==> src/rtl/text_pkg.sv <==
// Shared definitions for the on-screen text path: character codes,
// buffer geometry and the writer state encoding.
package text_pkg;

    localparam int         COLS       = 16;
    localparam logic [7:0] ASCII_ZERO = 8'd48;
    localparam logic [7:0] BLANK_CODE = 8'h20;

    typedef logic [7:0] char_addr_t;

    typedef enum logic [1:0] {
        ST_CLEAR,
        ST_IDLE,
        ST_CONVERT,
        ST_WRITE
    } state_t;

endpackage

==> src/rtl/bin2bcd_seq.sv <==
// Sequential double-dabble: 16-bit binary to 5-digit packed BCD,
// one iteration per clock. valid is high for the cycle after the last
// iteration; bcd then holds the result until the next start.
module bin2bcd_seq (
    input  logic        clk,
    input  logic        rst_n,
    input  logic        start,
    input  logic [15:0] bin,
    output logic        busy,
    output logic        valid,
    output logic [19:0] bcd
);

    logic [35:0] shift_reg;
    logic [4:0]  iter_left;

    // add 3 to every BCD nibble that is 5 or more, then shift {bcd, bin} left
    function automatic logic [35:0] dd_step(input logic [35:0] v);
        logic [35:0] a;
        a = v;
        for (int n = 0; n < 5; n++) begin
            if (a[16+4*n +: 4] >= 4'd5) begin
                a[16+4*n +: 4] = a[16+4*n +: 4] + 4'd3;
            end
        end
        return {a[34:0], 1'b0};
    endfunction

    // load on start, then run 16 iterations and flag completion
    always_ff @(posedge clk or negedge rst_n) begin
        if (!rst_n) begin
            shift_reg <= '0;
            iter_left <= '0;
            busy      <= 1'b0;
            valid     <= 1'b0;
        end else if (start) begin
            shift_reg <= {20'd0, bin};
            iter_left <= 5'd16;
            busy      <= 1'b1;
            valid     <= 1'b0;
        end else if (busy) begin
            shift_reg <= dd_step(shift_reg);
            iter_left <= iter_left - 5'd1;
            if (iter_left == 5'd1) begin
                busy  <= 1'b0;
                valid <= 1'b1;
            end
        end else begin
            valid <= 1'b0;
        end
    end

    assign bcd = shift_reg[35:16];

endmodule

==> src/rtl/score_text_writer.sv <==
// Score-to-text producer. Clears the 256-entry character buffer, then
// converts each new score to decimal and writes the digits into one row
// of the buffer. The overlay drawer reads the buffer through a
// registered, read-first port.
//
//   state      | meaning
//   -----------+----------------------------------------------------
//   ST_CLEAR   | blank all 256 cells, one per cycle, then latch score
//   ST_IDLE    | wait for score_in to differ from the latched score
//   ST_CONVERT | double-dabble running; writes digit 0 when it lands
//   ST_WRITE   | write digits 1..DIGITS-1, pulse done after the last
module score_text_writer #(
    parameter int         COLS       = text_pkg::COLS,
    parameter int         DIGITS     = 5,
    parameter int         TEXT_ROW   = 0,
    parameter int         TEXT_COL   = 0,
    parameter logic [7:0] ASCII_ZERO = text_pkg::ASCII_ZERO,
    parameter logic [7:0] BLANK_CODE = text_pkg::BLANK_CODE
) (
    input  logic        clk,
    input  logic        rst_n,
    input  logic [15:0] score_in,
    input  logic [7:0]  char_xy,
    output logic [7:0]  char_code,
    output logic        busy,
    output logic        done
);

    import text_pkg::*;

    localparam int         LAST_ADDR = TEXT_COL + DIGITS - 1 + COLS * TEXT_ROW;
    localparam char_addr_t BASE      = char_addr_t'(TEXT_COL + COLS * TEXT_ROW);
    localparam logic [2:0] LAST_IDX  = 3'(DIGITS - 1);

    // the digit field must fit in the buffer and in the 5-digit converter
    generate
        if (LAST_ADDR > 255 || DIGITS < 1 || DIGITS > 5 ||
            TEXT_ROW < 0 || TEXT_COL < 0 || COLS < 1) begin : g_cfg_err
            $error("score_text_writer: digit field does not fit the 256-entry buffer");
        end
    endgenerate

    state_t      state;
    char_addr_t  clr_addr;
    logic [2:0]  idx;
    logic [15:0] last_score;
    logic        seen_nz;

    logic        cv_start;
    logic        cv_busy;
    logic        cv_valid;
    logic        conv_ready;
    logic [19:0] cv_bcd;

    logic [2:0]  wr_idx;
    logic [19:0] bcd_sh;
    logic [3:0]  digit;
    logic        prev_nz;
    logic        wr_last;
    logic        blank_digit;
    logic        wr_en;
    char_addr_t  wr_addr;
    logic [7:0]  wr_data;

    logic [7:0]  mem [256];

    bin2bcd_seq u_bin2bcd (
        .clk   (clk),
        .rst_n (rst_n),
        .start (cv_start),
        .bin   (score_in),
        .busy  (cv_busy),
        .valid (cv_valid),
        .bcd   (cv_bcd)
    );

    // conversion starts when CLEAR ends or when IDLE sees a new score
    always_comb begin
        cv_start   = ((state == ST_CLEAR) && (clr_addr == 8'hFF)) ||
                     ((state == ST_IDLE) && (score_in != last_score));
        conv_ready = cv_valid && !cv_busy;
    end

    // write-port decode: blanking sweep in CLEAR, digit writes otherwise
    always_comb begin
        wr_idx      = (state == ST_WRITE) ? idx : 3'd0;
        bcd_sh      = cv_bcd >> {LAST_IDX - wr_idx, 2'b00};
        digit       = bcd_sh[3:0];
        prev_nz     = (state == ST_WRITE) && seen_nz;
        wr_last     = (wr_idx == LAST_IDX);
        blank_digit = !prev_nz && (digit == 4'd0) && !wr_last;
        wr_en       = 1'b0;
        wr_addr     = clr_addr;
        wr_data     = BLANK_CODE;
        case (state)
            ST_CLEAR:   wr_en = 1'b1;
            ST_CONVERT: wr_en = conv_ready;
            ST_WRITE:   wr_en = 1'b1;
            default:    wr_en = 1'b0;
        endcase
        if (state != ST_CLEAR) begin
            wr_addr = BASE + char_addr_t'(wr_idx);
            wr_data = blank_digit ? BLANK_CODE : (ASCII_ZERO + {4'd0, digit});
        end
    end

    // sequencing FSM with registered busy/done
    always_ff @(posedge clk or negedge rst_n) begin
        if (!rst_n) begin
            state      <= ST_CLEAR;
            clr_addr   <= '0;
            idx        <= '0;
            last_score <= '0;
            seen_nz    <= 1'b0;
            busy       <= 1'b1;
            done       <= 1'b0;
        end else begin
            done <= 1'b0;
            case (state)
                ST_CLEAR: begin
                    clr_addr <= clr_addr + 8'd1;
                    if (clr_addr == 8'hFF) begin
                        last_score <= score_in;
                        state      <= ST_CONVERT;
                    end
                end
                ST_IDLE: begin
                    if (cv_start) begin
                        last_score <= score_in;
                        busy       <= 1'b1;
                        state      <= ST_CONVERT;
                    end
                end
                ST_CONVERT: begin
                    if (conv_ready) begin
                        seen_nz <= (digit != 4'd0);
                        if (wr_last) begin
                            busy  <= 1'b0;
                            done  <= 1'b1;
                            state <= ST_IDLE;
                        end else begin
                            idx   <= 3'd1;
                            state <= ST_WRITE;
                        end
                    end
                end
                ST_WRITE: begin
                    seen_nz <= seen_nz | (digit != 4'd0);
                    if (wr_last) begin
                        busy  <= 1'b0;
                        done  <= 1'b1;
                        state <= ST_IDLE;
                    end else begin
                        idx <= idx + 3'd1;
                    end
                end
                default: state <= ST_CLEAR;
            endcase
        end
    end

    // character buffer write port (no reset: inferred RAM)
    always_ff @(posedge clk) begin
        if (wr_en) begin
            mem[wr_addr] <= wr_data;
        end
    end

    // registered read port; old data wins on a same-address write
    always_ff @(posedge clk or negedge rst_n) begin
        if (!rst_n) begin
            char_code <= BLANK_CODE;
        end else begin
            char_code <= mem[char_xy];
        end
    end

endmodule

==> config.mk <==
export PLATFORM = sky130hd
export DESIGN_NAME = score_text_writer
export DESIGN_NICKNAME = d
export VERILOG_FILES = /design/src/rtl/text_pkg.sv /design/src/rtl/bin2bcd_seq.sv /design/src/rtl/score_text_writer.sv
export SDC_FILE = /design/constraint.sdc
export NUM_CORES = 1
export LEC_CHECK = 0
export BUFFER_PORTS_ARGS = -buffer_cell sky130_fd_sc_hd__buf_2
export CORE_UTILIZATION = 45
export DETAILED_ROUTE_END_ITERATION = 7
export SLEW_MARGIN = 20
export SYNTH_ARGS = -nofsm -noshare
export SYNTH_HDL_FRONTEND = slang
export SYNTH_SLANG_ARGS = --single-unit
==> constraint.sdc <==
create_clock -name clk -period 12.5 [get_ports clk]
set_clock_uncertainty 0.05 [all_clocks]
set_input_delay 0.625 -clock clk [delete_from_list [all_inputs] [get_ports clk]]
set_output_delay 0.625 -clock clk [all_outputs]
set_load 0.01 [all_outputs]
# ---- Word level (Yosys, flattened, before mapping)
# Memories as Yosys holds them, arrays and structs flattened. A register that Yosys moved wholly into a read port is not among the register bits.
# Index checks and enable logic that the tools add are counted.
dict set report totals {
  reg_bits 83
  ramBits 1792
  in_bits 26
  out_inout_bits 10
  wordCells 113
  n_memories 1
}
dict set report op_classes {
  add_sub_neg 10
  magnitude_cmp 5
  eq_ne 14
  n_shift 1
  mux 44
  bitwise_logic 1
  n_reduce_logical 25
}
# memory depth width read_ports rd_ports_with_merged_regs write_ports line
set memory_table {}
lappend memory_table {mem 256 7 1 1 1 score_text_writer.sv:65} ;# logic [7:0] mem [256];
# op n
set op_table {}
lappend op_table {{$mux W36} 2}
lappend op_table {{$mux W16} 2}
lappend op_table {{$pmux W16 S2} 1}
lappend op_table {{$ge A4 B3 Y1 const B} 5}
lappend op_table {{$shr A20 B5 Y4} 1}
lappend op_table {{$add A4 B2 Y4 const B} 4}
lappend op_table {{$mux W4} 4}
lappend op_table {{$ne A16 B16 Y1} 1}
lappend op_table {{$mux W3} 5}
lappend op_table {{$mux W1} 14}
lappend op_table {{$mux W7} 2}
lappend op_table {{$mux W2} 5}
lappend op_table {{$mux W5} 2}
lappend op_table {{$ne A2 B2 Y1 const B} 5}
lappend op_table {{$add A8 B1 Y8 const B} 1}
lappend op_table {{$eq A8 B8 Y1 const B} 1}
lappend op_table {{$mux W8} 1}
lappend op_table {{$pmux W2 S4} 1}
lappend op_table {{$reduce_and A4 Y1} 2}
lappend op_table {{$reduce_bool A2 Y1} 4}
lappend op_table {{$add A6 B4 Y7 const A} 1}
lappend op_table {{$logic_and A1 B1 Y1} 6}
lappend op_table {{$pmux W1 S2} 3}
lappend op_table {{$pmux W3 S2} 1}
lappend op_table {{other kinds (21)} 26}

# ---- Depth between registers and ports, before layout
dict set report depth {
  word_depth 9
  depth_mapped 11
  depth_no_buf 9
}

# ---- Hierarchy
# Synthesis repeated with hierarchy kept, for this count alone.
dict set report hier_totals {
  cells_unflattened 3000
  area_unflattened_um2 54795.1
}
# module instances cells_per_inst area_each_um2 seq_area_each_um2
set modules_own_cells {}
lappend modules_own_cells {score_text_writer 1 2736 52297.7 39364.0}
lappend modules_own_cells {bin2bcd_seq 1 264 2497.4 1076.0}

# ---- Least setup slack after synthesis
# OpenSTA, ideal clock, no wires.
dict set report synth_path {
  path_kind {register to register}
  from {reg state[0]}
  to {mem mem[0][4] (netlist bit), data pin}
  setup_time_ps 1574
  arrival_ps 9080
  t_required_ps 10876
  setup_slack_ps 1796
  path_stages_with_launch 11
  path_buffers 2
  period_less_slack_ps 10704
  path_cell_list {dfrtp_1 > ha_1 > nand2_1 > buf_2 > ha_1 > ha_1 > clkbuf_1 > o211ai_1 > a22oi_1 > and4_1 > a21oi_1}
}
dict set report synth_via {
  elab_chain_cells 9
  elab_cells_between_ends 15
  classes_between {add/sub: 2; eq/ne: 2; shift: 1; mux: 3; reduce/logical: 7}
}
# element line
set synth_rtl {}
lappend synth_rtl {{from (decl)} score_text_writer.sv:43} ;# state_t state;
lappend synth_rtl {{from (signal assigned)} score_text_writer.sv:110} ;# state <= ST_CLEAR;
lappend synth_rtl {{from (signal assigned)} score_text_writer.sv:124} ;# state <= ST_CONVERT;
lappend synth_rtl {{from (signal assigned)} score_text_writer.sv:131} ;# state <= ST_CONVERT;
lappend synth_rtl {{parallel branches: the longest is 8 deep, another holds $add A6 B4 Y7} --}
lappend synth_rtl {{$mux W7 (*)} score_text_writer.sv:101} ;# if (state != ST_CLEAR) begin
lappend synth_rtl {{named net wr_data[4]} score_text_writer.sv:63} ;# logic [7:0] wr_data;
lappend synth_rtl {{to (decl)} score_text_writer.sv:65}
# Mark *: on every way through the listed nets, which the timed path passes.

# ---- Worst setup path in the final report
dict set report layout_path {
  from {reg state[1]}
  to {mem mem[27][2] (netlist bit), data pin}
}
# Same word-level chain as after synthesis.

==> reports/metrics.yaml <==
clocking:
  cts.path.max_buffers: 3
  htree_levels: 4
  post_cts_buffers: 0
  ctsRootBufferMaster: "clkbuf_16"
  tritoncts: "yes"
  cts_buffers: 144
  insertion_delay_ns: 0.75
  clk_pin_slew_ns: 0.06
  cts.sinks: 1360
setup_path:
  worstPathCellList: "ha_1, nand2_1, ha_1, ha_1, nand3_1, o21ai_0, o21ai_0, nor2_4, buf_4, buf_4"
  cp_max_fo: 94
  slowest_delay_ns: 0.90
  endpoint_kind: "flip-flop"
  required_ns: 12.84
  cp-start-kind: "flip-flop"
  worstPathArrival_ns: 5.27
  cp_slowest_cell: "buf_4"
  cp_common_cell: "ha_1"
  worstSetupPathType: "reg -> reg"
global_route:
  antenna_found_initial: 5
  grt_pass1_wl_mm: 194
  grt_max_degree: 257
  grt.total_usage: 0.217
  grt_pass1_vias: 29000
  grt-ovfl-total: 0
floorplanning:
  start_util: 0.455
  die_x_um: 351
  boundaryPins: 36
  die-area_um2: 123000
  core-area_um2: 120000
  num_rows: 127
  die_h_um: 351
drt:
  drtPass1Iterations: 6
  drt-initial-drc-count: 2983
  ant_nets: 0
  via_count: 28200
  viasPerCell: 5.95
  post_drt_wl_per_cell_um: 27.7
  routed_wirelength_mm: 132
  drc: 0
outcome:
  status: "finished clean"
finish:
  drive_gt1_frac: 0.189
  finish.instance_area_um2: 61000
  largest_register_ffs: 1280
  nNetsFinal: 3070
  num_antenna_cells: 0
  syn_to_final_growth_pct: 11.5
yosys:
  synthMuxAreaShare: 0.143
  synth_ff_type: "edfxtp_1"
  synth_enable_flop_cells: 1280
  yosysWarnings: 0
  syn_area_um2: 54700
  synth_compound_area_frac: 0.0425
  yosys.cell_types.count: 63
  synth_area_leader_cell: "edfxtp_1"
  synth_adder_area_share: 0.00458
  syn_area_per_cell_um2: 18.4
  synth_xor_xnor_area_share: 0.00513
  synthTopCellsByArea: "edfxtp_1 (70%), mux4_2 (11%), dfrtp_1 (3.6%), mux2i_1 (2.9%), nor2_1 (2.1%)"
  async_reset_ff_frac: 0.0588
  synth_top_family_by_area: "multiplexers"
  seq_area_frac_synth: 0.740
  synthSimpleGateAreaFrac: 0.0445
  ys_ff_latch: 1360
  synth_top_cell_area_share: 0.703
  postSynthCellCount: 2979
sta:
  setup_violations: 0
  tns_ns: 0
  final-hold-violation-count: 0
  setup_ws_ns: 7.57
  finalCriticalPeriod_ns: 4.93
  rsz0062_at_grt: "no"
  worst_pin_slew_ns: 1.19
  fin_crit_sh: 0.394
  max_slew_margin: 0.207
  fmax_mhz: 203
  slew_viol_final: 0
place:
  post_dp_cell_area_um2: 56300
  place.gp.congestion: 0.834
  io_buffers: 32
  dp_hpwl_mm: 76.7
  dp_slack_ns: 7.52
power_and_ir_drop:
  seqPwrFrac: 0.502
  power_frac_comb: 0.206
  clockPowerShare: 0.292
  power_density_nw_per_um2: 231
  netSwitchingFraction: 0.298
  intPower_mw: 9.89
  leakagePower_nw: 19.5
  ir_worst_vdd_v: 0.000605
  switchingPower_mw: 4.20
flow_run:
  maxCapViolations: 0
hold_path:
  hold_class: "in -> reg"
-- layout by cell type (no fill, tap or decap), types with 9 or more instances in the layout --
| cell type | n |
|---|---|
| bufinv_16 | 10 |
| a21oi_1 | 50 |
| edfxtp_1 | 1280 |
| nand2_1 | 105 |
| mux2_2 | 36 |
| a22o_1 | 10 |
| nand3_1 | 44 |
| and2_1 | 25 |
| clkbuf_1 | 31 |
| ha_1 | 20 |
| a211oi_1 | 35 |
| mux4_2 | 258 |
| buf_2 | 29 |
| clkinv_2 | 22 |
| o221ai_1 | 33 |
| nor2b_1 | 13 |
| nand2b_1 | 10 |
| inv_1 | 22 |
| xnor2_1 | 13 |
| dfrtp_1 | 78 |
| o21ai_0 | 76 |
| a22oi_1 | 42 |
| mux2i_1 | 161 |
| nor3_1 | 12 |
| clkinv_1 | 33 |
| xor2_1 | 19 |
| o22ai_1 | 39 |
| buf_4 | 39 |
| nand2_2 | 9 |
| clkbuf_16 | 151 |
| nor2_1 | 301 |
-- cell type report --
type                            instances  area [µm²]
Clock buffer                          182        3890
Clock inverter                         77         638
Fill cell                            9746       59200
Inverter                               24        90.1
Multi-Input combinational cell       1413       13200
Sequential cell                      1360       40400
Tap cell                             1612        2020
Timing Repair Buffer                   81         701
-- metrics by stage --
step / hold WS [ns] / power, mW / utilization / std cells
2_1_floorplan: 0.279 / 9.02 / - / 2980
3_3_place_gp: 0.457 / 9.85 / 0.469 / 4485
3_5_place_dp: 0.457 / 10.1 / 0.469 / 4485
4_1_cts: 0.0233 / 14.1 / 0.507 / 4745
5_1_grt: 0.0534 / 14.6 / 0.508 / 4749
6_report: 0.0653 / 14.1 / 0.508 / 4749
-- metal layers --
metal  global-route usage  vias to the layer above  routed length [µm]
met5                    0                        -                   0
met4               0.0614                        0                2910
met3               0.0366                      198                9790
met2                0.355                     1122               64200
met1                0.302                    14900               54600
li1                     -                    12000                   -
-- worst paths after layout --
path	from	endpoint	slack, ns	cells after the start
max	state[1]	mem[27][2]	7.57	10
min	score_in[0]	u_bin2bcd.shift_reg[0]	0.07	3
max reg2reg	state[1]	mem[27][2]	7.57	10
min reg2reg	seen_nz	seen_nz	0.47	2
max in group asynchronous	rst_n	u_bin2bcd.busy	11.13	4
min in group asynchronous	rst_n	char_code[1]	0.26	2
-- critical path: cells and delay by family (launching register included) --
| kind | cells | cell delay (ns) |
|---|---|---|
| buffers and inverters | 2 | 1.64 |
| adders and majority gates | 3 | 1.28 |
| and+or+nand+nor | 3 | 0.73 |
| DFF | 1 | 0.42 |
| AOI/OAI and AO/OA | 2 | 0.29 |
-- Yosys cell counts, drive strengths merged, types with 6 or more instances --
cell / instances
nand2: 114
nor2b: 13
nand2b: 11
o22ai: 39
xor2: 19
edfxtp: 1280
nor3b: 7
o221ai: 33
mux4: 258
ha: 20
clkbuf: 102
mux2i: 161
dfrtp: 79
xnor2: 13
a2111oi: 6
nor3: 12
inv: 24
a221oi: 7
a22oi: 43
o21ai: 76
and2: 25
nand3: 44
a22o: 10
a211oi: 36
buf: 81
nor2: 305
mux2: 36
a21oi: 51
-- power groups by stage --
stage	logic [mW]	clock network (mW)	registers (mW)
4_1_cts	2.87	4.18	7.09
3_5_place_dp	2.88	0	7.19
5_1_grt	3.16	4.35	7.09
6_report	2.90	4.12	7.07
2_1_floorplan	1.49	0	7.53
3_3_place_gp	2.69	0	7.17
-- kinds of logic (layout without fill, tap and decap cells) --
| logic type | after synthesis | after routing |
|---|---|---|
| DFF | 1360 | 1360 |
| and+or+nand+nor | 561 | 561 |
| muxes | 455 | 455 |
| AOI/OAI and AO/OA | 342 | 342 |
| buffers and inverters | 207 | 364 |
| xor gates and xnor gates | 32 | 32 |
| adders and majority gates | 20 | 20 |
| other | 2 | 3 |
-- timing repair --
item / CTS / global route
hold buffers: 1 / 0
gates resized for setup: 0 / 0
hold endpoints to repair: 5 / 0
No activity file was read; power rests on OpenSTA's default activity.
